### src/rtl/char2num.sv
// char2num: parses a stream of ASCII decimal characters into an unsigned value.
// Ports: CLK/RST (sync, active-high), char/valid_i (one char per valid cycle),
//        value_o (last parsed value), valid_o/error_o (one-cycle pulses),
//        busy_o (a line is partially received).
module char2num #(
   parameter int MAX_DIGITS = 10,
   parameter int WIDTH      = 32
) (
   input  logic             CLK,
   input  logic             RST,
   input  logic [7:0]       char,
   input  logic             valid_i,
   output logic [WIDTH-1:0] value_o,
   output logic             valid_o,
   output logic             error_o,
   output logic             busy_o
);

   localparam int CW = $clog2(MAX_DIGITS + 1);
   localparam logic [CW-1:0] MAXC = CW'(MAX_DIGITS);

   typedef enum logic [1:0] {
      IDLE = 2'd0,
      ACC  = 2'd1,
      ERR  = 2'd2
   } state_t;

   state_t           state_q, state_d;
   logic [WIDTH-1:0] acc_q, acc_d;
   logic [CW-1:0]    cnt_q, cnt_d;
   logic [WIDTH-1:0] value_q, value_d;
   logic             valid_q, valid_d;
   logic             error_q, error_d;
   logic             busy_q;

   logic             is_dig;
   logic             is_term;
   logic             is_sp;
   logic [3:0]       dig;
   logic [WIDTH+3:0] acc_x;
   logic [WIDTH+3:0] nxt;
   logic             ovf;

   assign is_dig  = (char >= 8'h30) && (char <= 8'h39);
   assign is_term = (char == 8'h0D) || (char == 8'h0A);
   assign is_sp   = (char == 8'h20);
   assign dig     = char[3:0];

   // acc*10 + d, kept wide enough that any overflow shows in the top bits
   assign acc_x = {4'b0000, acc_q};
   assign nxt   = (acc_x << 3) + (acc_x << 1) + {{WIDTH{1'b0}}, dig};
   assign ovf   = (nxt[WIDTH+3:WIDTH] != 4'b0000);

   always_comb begin
      state_d = state_q;
      acc_d   = acc_q;
      cnt_d   = cnt_q;
      value_d = value_q;
      valid_d = 1'b0;
      error_d = 1'b0;
      if (valid_i) begin
         unique case (state_q)
            IDLE: begin
               if (is_dig) begin
                  acc_d   = {{(WIDTH-4){1'b0}}, dig};
                  cnt_d   = CW'(1);
                  state_d = ACC;
               end else if (!(is_term || is_sp)) begin
                  state_d = ERR;
               end
            end
            ACC: begin
               if (is_dig) begin
                  if (ovf || (cnt_q == MAXC)) begin
                     state_d = ERR;
                  end else begin
                     acc_d = nxt[WIDTH-1:0];
                     cnt_d = cnt_q + CW'(1);
                  end
               end else if (is_term) begin
                  value_d = acc_q;
                  valid_d = 1'b1;
                  state_d = IDLE;
               end else begin
                  state_d = ERR;
               end
            end
            ERR: begin
               // swallow the rest of the line, report once at its end
               if (is_term) begin
                  error_d = 1'b1;
                  state_d = IDLE;
               end
            end
            default: state_d = IDLE;
         endcase
      end
   end

   always_ff @(posedge CLK) begin
      if (RST) begin
         state_q <= IDLE;
         acc_q   <= '0;
         cnt_q   <= '0;
         value_q <= '0;
         valid_q <= 1'b0;
         error_q <= 1'b0;
         busy_q  <= 1'b0;
      end else begin
         state_q <= state_d;
         acc_q   <= acc_d;
         cnt_q   <= cnt_d;
         value_q <= value_d;
         valid_q <= valid_d;
         error_q <= error_d;
         busy_q  <= (state_d != IDLE);
      end
   end

   assign value_o = value_q;
   assign valid_o = valid_q;
   assign error_o = error_q;
   assign busy_o  = busy_q;

endmodule
### config.mk
export PLATFORM = sky130hd
export DESIGN_NAME = char2num
export DESIGN_NICKNAME = d
export VERILOG_FILES = /design/src/rtl/char2num.sv
export SDC_FILE = /design/constraint.sdc
export NUM_CORES = 1
export LEC_CHECK = 0
export CORE_MARGIN = 2
export CORE_UTILIZATION = 57
export DETAILED_ROUTE_END_ITERATION = 10
export PLACE_DENSITY = 0.83
export SLEW_MARGIN = 15
export SYNTH_ARGS = -nofsm -noshare
export SYNTH_HDL_FRONTEND = slang
export SYNTH_SLANG_ARGS = --single-unit
export TNS_END_PERCENT = 50
### constraint.sdc
create_clock -name CLK -period 6.8 [get_ports CLK]
set_input_delay 0.68 -clock CLK [delete_from_list [all_inputs] [get_ports CLK]]
set_output_delay 0.68 -clock CLK [all_outputs]
set_load 0.01 [all_outputs]
==> load_flow_metrics.sql, run 1 <==
INSERT INTO impl_metrics (metric_group, metric, value, unit) VALUES
('critical_path', 'critPathMaxFanout', '33', ''),
('grt', 'grt.overflow.total', '0', ''),
('drt', 'drt_drc_violations_left', '0', ''),
('pwr', 'seqPwrFrac', '0.484', ''),
('status', 'status', 'complete, no violations', ''),
('critical_path', 'slowest_stage', 'fa_1', ''),
('placement', 'placed_cells', '741', ''),
('pwr', 'power.internal', '697', 'µW'),
('critical_path', 'worstPathArrival', '5.03', 'ns'),
('drt', 'detail_route.first_pass.iterations', '5', ''),
('pwr', 'switching_component_of_the_power', '192', 'µW'),
('layout', 'areaGrowthSynthToFinish', '14.4', '%'),
('sta', 'maxSlewViolCount', '0', ''),
('layout', 'final_area', '5860', 'µm²'),
('layout', 'finish.cell_count_without_fillers', '756', ''),
('synth', 'synth_xor_area_frac', '0.0459', ''),
('placement', 'place.port_buffers', '45', ''),
('drt', 'drt.antenna.violating_nets', '0', ''),
('synth', 'area_fraction_in_and_or_nand_and_nor_cells_after_synthesis', '0.209', ''),
('pwr', 'power.share.switching', '0.216', ''),
('sta', 'final.hold.worst_slack', '0.454', 'ns'),
('placement', 'routabilityCongestion', '0.941', ''),
('die', 'dieArea', '9760', 'µm²'),
('placement', 'detailed_place.area', '5620', 'µm²'),
('drt', 'routedWlPerCell', '15.3', 'µm'),
('synth', 'mux_contribution_to_synthesized_area', '0.0720', ''),
('synth', 'post_synth_fa_ha_maj_area_fraction', '0.167', ''),
('clock_network', 'cts_tree', 'done', ''),
('synth', 'synth_edf_count', '0', ''),
('drt', 'routed-via-count', '4381', ''),
('sta', 'post-route-min-period', '4.78', 'ns'),
('pwr', 'fin_total_pwr', '889', 'µW'),
('synth', 'postSynthNetCount', '685', ''),
('clock_network', 'postCtsSetupBuffers', '0', ''),
('critical_path', 'regToRegSetupSlack', '2.52', 'ns'),
('grt', 'grt_max_degree', '86', ''),
('grt', 'grt_usage', '0.242', ''),
('grt', 'grt_pass1_wl', '19500', 'µm'),
('layout', 'drive_above_1_share', '0.0694', ''),
('critical_path', 'timing.setup.critical_path_class', 'input port to flip-flop', ''),
('sta', 'timing.setup.tns', '0', 'ns'),
('run', 'cap_viol_max_count', '0', ''),
('synth', 'mappedNetlistArea', '5120', 'µm²'),
('clock_network', 'clockBufferDepth', '2', ''),
('drt', 'viasPerCell', '5.79', ''),
('clock_network', 'cts-buffers-inserted', '9', ''),
('clock_network', 'cts_max_level', '3', ''),
('die', 'die_width', '98.8', 'µm'),
('die', 'coreArea', '8720', 'µm²'),
('critical_path', 'cp_top_family', 'compound AO/OA/AOI/OAI gates', ''),
('critical_path', 'number_of_buffer_and_inverter_instances_along_the_worst_setup_path', '3', ''),
('layout', 'design.final.nets', '722', ''),
('pwr', 'cellPowerDensity', '152', 'nW/µm²'),
('critical_path', 'crit_path_end_kind', 'flip-flop', ''),
('sta', 'final_cycle_share', '0.703', ''),
('drt', 'routed_wirelength', '11500', 'µm'),
('clock_network', 'postCtsHoldBufs', '0', ''),
('synth', 'post_synthesis_compound_gate_area_fraction', '0.189', ''),
('synth', 'synth.distinct_cells', '62', ''),
('critical_path', 'crit_path_start_kind', 'input port', ''),
('critical_path', 'highest_cell_delay_on_the_worst_timing_path', '0.54', 'ns'),
('pwr', 'max-vdd-ir-drop', '0.000132', 'V'),
('layout', 'layout.area.seq', '1460', 'µm²'),
('sta', 'max_clock_freq', '209', 'MHz'),
('critical_path', 'timing.critical_path.cells', 'clkdlybuf4s50_1, inv_1, fa_1, inv_1, fa_1, a21o_1, a221o_1, a31oi_4, o31ai_2, a31oi_1, mux2i_1, o2111ai_2, nand2_4, mux2_2', ''),
('clock_network', 'clock_sinks', '73', ''),
('sta', 'setup_skew_after_layout', '0.0113', 'ns'),
('synth', 'synth_top_family_by_area', 'simple AND/OR/NAND/NOR gates', ''),
('drt', 'dr.first_iter.drc_count', '211', ''),
('die', 'ios', '46', ''),
('clock_network', 'clk_pin_slew', '0.07', 'ns');
-- worst paths after layout --
path               start          end  depth (start not counted)
max              char[3]    acc_q[20]                         14
min          value_o[19]  value_o[19]                          2
max reg2reg     acc_q[0]    acc_q[20]                         13
min reg2reg  value_o[19]  value_o[19]                          2
-- worst min-delay path: cells and delay by family (launching register included) --
family / cells / cell delay (ns)
and+or+nand+nor: 1 / 0.05
DFF: 1 / 0.31
AOI/OAI and AO/OA: 1 / 0.05
-- per-stage QoR --
stage	util	setup WS [ns]
after floorplan	-	2.77
final	0.672	2.02
after CTS	0.672	2.05
after global placement	0.645	1.82
after global routing	0.672	1.80
after detailed placement	0.645	1.68
-- per-layer routing --
layer  vias to the layer above  share of wire  track usage
met5                         -              0            0
met4                         0          0.010       0.0632
met3                        13          0.042       0.0496
met2                        93           0.47        0.410
met1                      2046           0.48        0.316
li1                       2229              -            -
-- layout by cell type, fill, tap and decap left out, types with 3 or more instances in the layout --
cell type / Yosys / layout
buf_4: 0 / 4
mux2i_1: 26 / 26
nor3_1: 15 / 15
xnor2_1: 15 / 15
clkdlybuf4s50_1: 0 / 44
nand2b_1: 33 / 33
o21ai_0: 15 / 15
o211ai_1: 5 / 5
nor4_1: 3 / 3
bufinv_16: 0 / 3
o21bai_1: 5 / 5
mux2_2: 3 / 3
a21o_1: 10 / 10
mux2_4: 5 / 5
a21oi_1: 62 / 62
o31a_1: 3 / 3
nor2b_1: 11 / 11
a41o_1: 3 / 3
nand2_1: 114 / 114
xor2_1: 10 / 10
clkbuf_8: 0 / 10
o21a_1: 4 / 4
nand3_1: 9 / 9
and2_1: 6 / 6
and3_1: 4 / 4
nor2_1: 18 / 17
ha_1: 65 / 65
dfxtp_1: 73 / 73
a211oi_1: 3 / 3
a31oi_1: 9 / 9
inv_1: 13 / 13
-- power by group through the flow --
stage | sequential [µW] | clock (µW) | combinational (µW)
final | 430 | 422 | 36.0
after global routing | 431 | 448 | 39.2
after CTS | 430 | 430 | 36.0
after detailed placement | 440 | 0 | 35.8
after global placement | 440 | 0 | 34.5
after floorplan | 440 | 0 | 22.9
-- flip-flops by register name, summed over array words and instances, names as in the netlist --
register and flops:
busy_o 1, error_o 1, valid_o 1, acc_q 32, state_q 2, cnt_q 4
value_o 32
-- cell usage after synthesis (4+ instances only) --
library cell	number	area, µm²
a21oi_1	62	310
dfxtp_1	73	1460
nor2b_1	11	68.8
nand2b_1	33	206
o21bai_1	5	37.5
clkbuf_1	18	67.6
nor3_1	15	75.1
a21o_1	10	75.1
o21ai_0	15	75.1
xnor2_1	15	131
mux2_4	5	75.1
a31oi_1	9	56.3
o21a_1	4	30.0
xor2_1	10	87.6
nor2_1	18	67.6
and2_1	6	37.5
inv_1	13	48.8
mux2i_1	26	260
nand2_1	114	428
ha_1	65	813
nand3_1	9	45.0
and3_1	4	25.0
o211ai_1	5	37.5
-- final cells by class --
class / count / area share
Timing Repair Buffer: 49 / 0.0811
Clock inverter: 5 / 0.0177
Sequential cell: 73 / 0.249
Multi-Input combinational cell: 498 / 0.597
Inverter: 13 / 0.00832
Clock buffer: 10 / 0.0235
Tap cell: 108 / 0.0230
-- kinds of logic after synthesis --
kind of cell    Yosys count
fa+ha+maj                67
simple gates            226
flops                    73
xor+xnor                 26
compound gates          145
buf+inv                  36
mux                      34
Power figures use the tool's default switching activity.
==> run 2: changes to the inputs <==
==> constraint.sdc (replaced) <==
create_clock -name CLK -period 4.87 [get_ports CLK]
set_input_delay 0.487 -clock CLK [delete_from_list [all_inputs] [get_ports CLK]]
set_output_delay 0.487 -clock CLK [all_outputs]
set_load 0.01 [all_outputs]
==> run 2 against run 1 <==
Effect of this change:
- total power increased by 39%
- critical path depth rose by 1
- cell area is 0.26% higher
- worst setup slack worse by 1.6 ns
- core utilization increased by 0.17 points
- global-route usage up 0.33 points
- largest cell class unchanged
- clock-buffer cell count unchanged
- hold slack about the same
- sequential share of layout area shrank 0.064 points
- critical path type unchanged
- via count up 0.50%
==> load_flow_metrics.sql, run 2 (same netlist as run 1, synthesis figures left out) <==
INSERT INTO impl_metrics (metric_group, metric, value, unit) VALUES
('status', 'status', 'complete, no violations', ''),
('grt', 'grt_pass1_wl', '19900', 'µm'),
('sta', 'max_clock_freq', '224', 'MHz'),
('layout', 'areaGrowthSynthToFinish', '14.7', '%'),
('die', 'ios', '46', ''),
('placement', 'place.port_buffers', '45', ''),
('grt', 'grt.overflow.total', '0', ''),
('critical_path', 'timing.critical_path.cells', 'clkdlybuf4s50_1, inv_1, fa_1, inv_1, fa_1, a21o_1, a221o_1, a31oi_4, o31ai_2, a31oi_1, mux2i_1, o2111ai_2, nand2_4, buf_4, mux2i_1', ''),
('critical_path', 'critPathMaxFanout', '18', ''),
('layout', 'most_frequent_standard_cell_in_the_layout_excluding_fill_and_tap_cells', 'nand2_1', ''),
('critical_path', 'slowest_stage', 'clkdlybuf4s50_1', ''),
('placement', 'dp_slack', '0.0696', 'ns'),
('drt', 'dr.first_iter.drc_count', '298', ''),
('sta', 'timing.final.setup_violations', '0', ''),
('pwr', 'fin_total_pwr', '1240', 'µW'),
('drt', 'drt_drc_violations_left', '0', ''),
('critical_path', 'timing.setup.critical_path_class', 'input port to flip-flop', ''),
('sta', 'setup_skew_after_layout', '0.00902', 'ns'),
('hold_path', 'hold_crit_class', 'flip-flop to flip-flop', ''),
('grt', 'antenna_found_initial', '0', ''),
('drt', 'detail_route.first_pass.iterations', '4', ''),
('clock_network', 'clockBufferDepth', '2', ''),
('sta', 'final_cycle_share', '0.915', ''),
('die', 'floorplan.rows', '34', ''),
('sta', 'slew_headroom', '0.502', ''),
('die', 'coreArea', '8720', 'µm²'),
('clock_network', 'ctsResizeCount', '0', ''),
('layout', 'design.final.nets', '724', ''),
('grt', 'grt_pass1_vias', '4272', ''),
('clock_network', 'worst_skew_pair.late_latency', '0.36', 'ns'),
('sta', 'maxSlewViolCount', '0', ''),
('clock_network', 'postCtsSetupBuffers', '0', ''),
('die', 'initial_core_utilization', '0.588', ''),
('layout', 'drive_above_1_share', '0.0723', ''),
('sta', 'worst_slack', '0.413', 'ns'),
('placement', 'routabilityCongestion', '0.912', ''),
('sta', 'timing.setup.tns', '0', 'ns'),
('sta', 'post-route-min-period', '4.46', 'ns'),
('layout', 'number_of_diodes_added_for_antenna_fixing', '0', ''),
('clock_network', 'cts_tree', 'done', ''),
('critical_path', 'crit_path_end_kind', 'flip-flop', ''),
('clock_network', 'clk_root_buffer_cell', 'clkbuf_8', ''),
('die', 'dieArea', '9760', 'µm²'),
('die', 'die_width', '98.8', 'µm'),
('layout', 'layout.area.seq', '1460', 'µm²'),
('clock_network', 'clock_sinks', '73', ''),
('drt', 'drt.antenna.violating_nets', '0', ''),
('critical_path', 'worst-endpoint-required', '5.15', 'ns'),
('critical_path', 'crit_path_start_kind', 'input port', ''),
('clock_network', 'postCtsHoldBufs', '0', ''),
('clock_network', 'cts-buffers-inserted', '9', ''),
('critical_path', 'worstPathArrival', '4.74', 'ns'),
('sta', 'grt_setup_unrepaired', 'no', ''),
('drt', 'routed-via-count', '4403', ''),
('drt', 'viasPerCell', '5.81', ''),
('sta', 'max_slew.worst_pin.slew', '0.746', 'ns'),
('sta', 'count_of_final_hold_check_violations', '0', ''),
('pwr', 'power_leakage', '0.00251', 'µW'),
('pwr', 'cellPowerDensity', '211', 'nW/µm²'),
('grt', 'grt_usage', '0.246', ''),
('die', 'fp.dieH', '98.8', 'µm'),
('critical_path', 'highest_cell_delay_on_the_worst_timing_path', '0.53', 'ns'),
('critical_path', 'regToRegSetupSlack', '0.72', 'ns'),
('layout', 'layout_common_cells', 'nand2_1 (114), dfxtp_1 (73), ha_1 (65)', ''),
('placement', 'hpwl', '8560', 'µm'),
('drt', 'routedWlPerCell', '15.3', 'µm'),
('run', 'cap_viol_max_count', '0', ''),
('clock_network', 'cts_max_level', '3', ''),
('layout', 'final.fill_count', '719', ''),
('pwr', 'max-vdd-ir-drop', '0.000147', 'V'),
('clock_network', 'clk_pin_slew', '0.08', 'ns'),
('drt', 'routed_wirelength', '11600', 'µm'),
('layout', 'multi_input_comb_area', '3500', 'µm²'),
('layout', 'finalCoreUtilization', '0.674', ''),
('grt', 'grt_max_degree', '47', '');
[run 2: cell types whose count changed in the layout (fill, tap and decap cells not counted), sizes merged]
| cell | before | now |
|---|---|---|
| buf | 5 | 7 |
[run 2: path summary, 6_finish.rpt]
path / from / endpoint / cells past startpoint
worst max register to register: acc_q[0] / acc_q[19] / 14
worst min-delay path: value_o[23] / value_o[23] / 2
worst max-delay path: char[3] / acc_q[19] / 15
worst min register to register: value_o[23] / value_o[23] / 2
[run 2: per-layer routing]
metal  up-vias  share of wire  routed length, µm  global-route usage
met5         -              0                  0                   0
met4         0          0.012                143              0.0674
met2        89           0.48               5520               0.415
met3        13          0.044                506              0.0468
li1       2236              -                  -                   -
met1      2065           0.47               5430               0.321
[run 2: critical path: cells and delay by family]
family	cells	cell delay, ns
compound gates	6	1.42
fa+ha+maj	2	0.99
buf+inv	4	0.96
mux	2	0.54
simple gates	1	0.33
[run 2: through the flow]
step | hold slack (ns) | std cells | cell area [µm²]
6_report | 0.454 | 758 | 5880
3_5_place_dp | 0.447 | 743 | 5640
2_1_floorplan | 0.449 | 607 | 5120
3_3_place_gp | 0.441 | 743 | 5640
5_1_grt | 0.475 | 758 | 5880
4_1_cts | 0.457 | 758 | 5880
[run 2: area by class of cell]
class / count / area share
clock buffer: 10 / 0.0234
clock inverter: 5 / 0.0177
inverter: 13 / 0.00830
multi-input combinational: 498 / 0.596
sequential: 73 / 0.249
tap: 108 / 0.0230
timing repair buffer: 51 / 0.0834
[run 2: power breakdown]
group | switching [µW] | internal (µW) | total, µW
registers | 2.10 | 599 | 601
logic | 27.6 | 22.6 | 50.2
clock network | 237 | 352 | 589
==> run 3: changes to the inputs <==
--- a/config.mk
+++ b/config.mk
@@ -5,6 +5,7 @@
 export SDC_FILE = /design/constraint.sdc
 export NUM_CORES = 1
 export LEC_CHECK = 0
+export CAP_MARGIN = 20
 export CORE_MARGIN = 2
 export CORE_UTILIZATION = 57
 export DETAILED_ROUTE_END_ITERATION = 10
==> results of run 3 <==
Same layout as run 2: the final DEF is identical, and so are final timing and power.
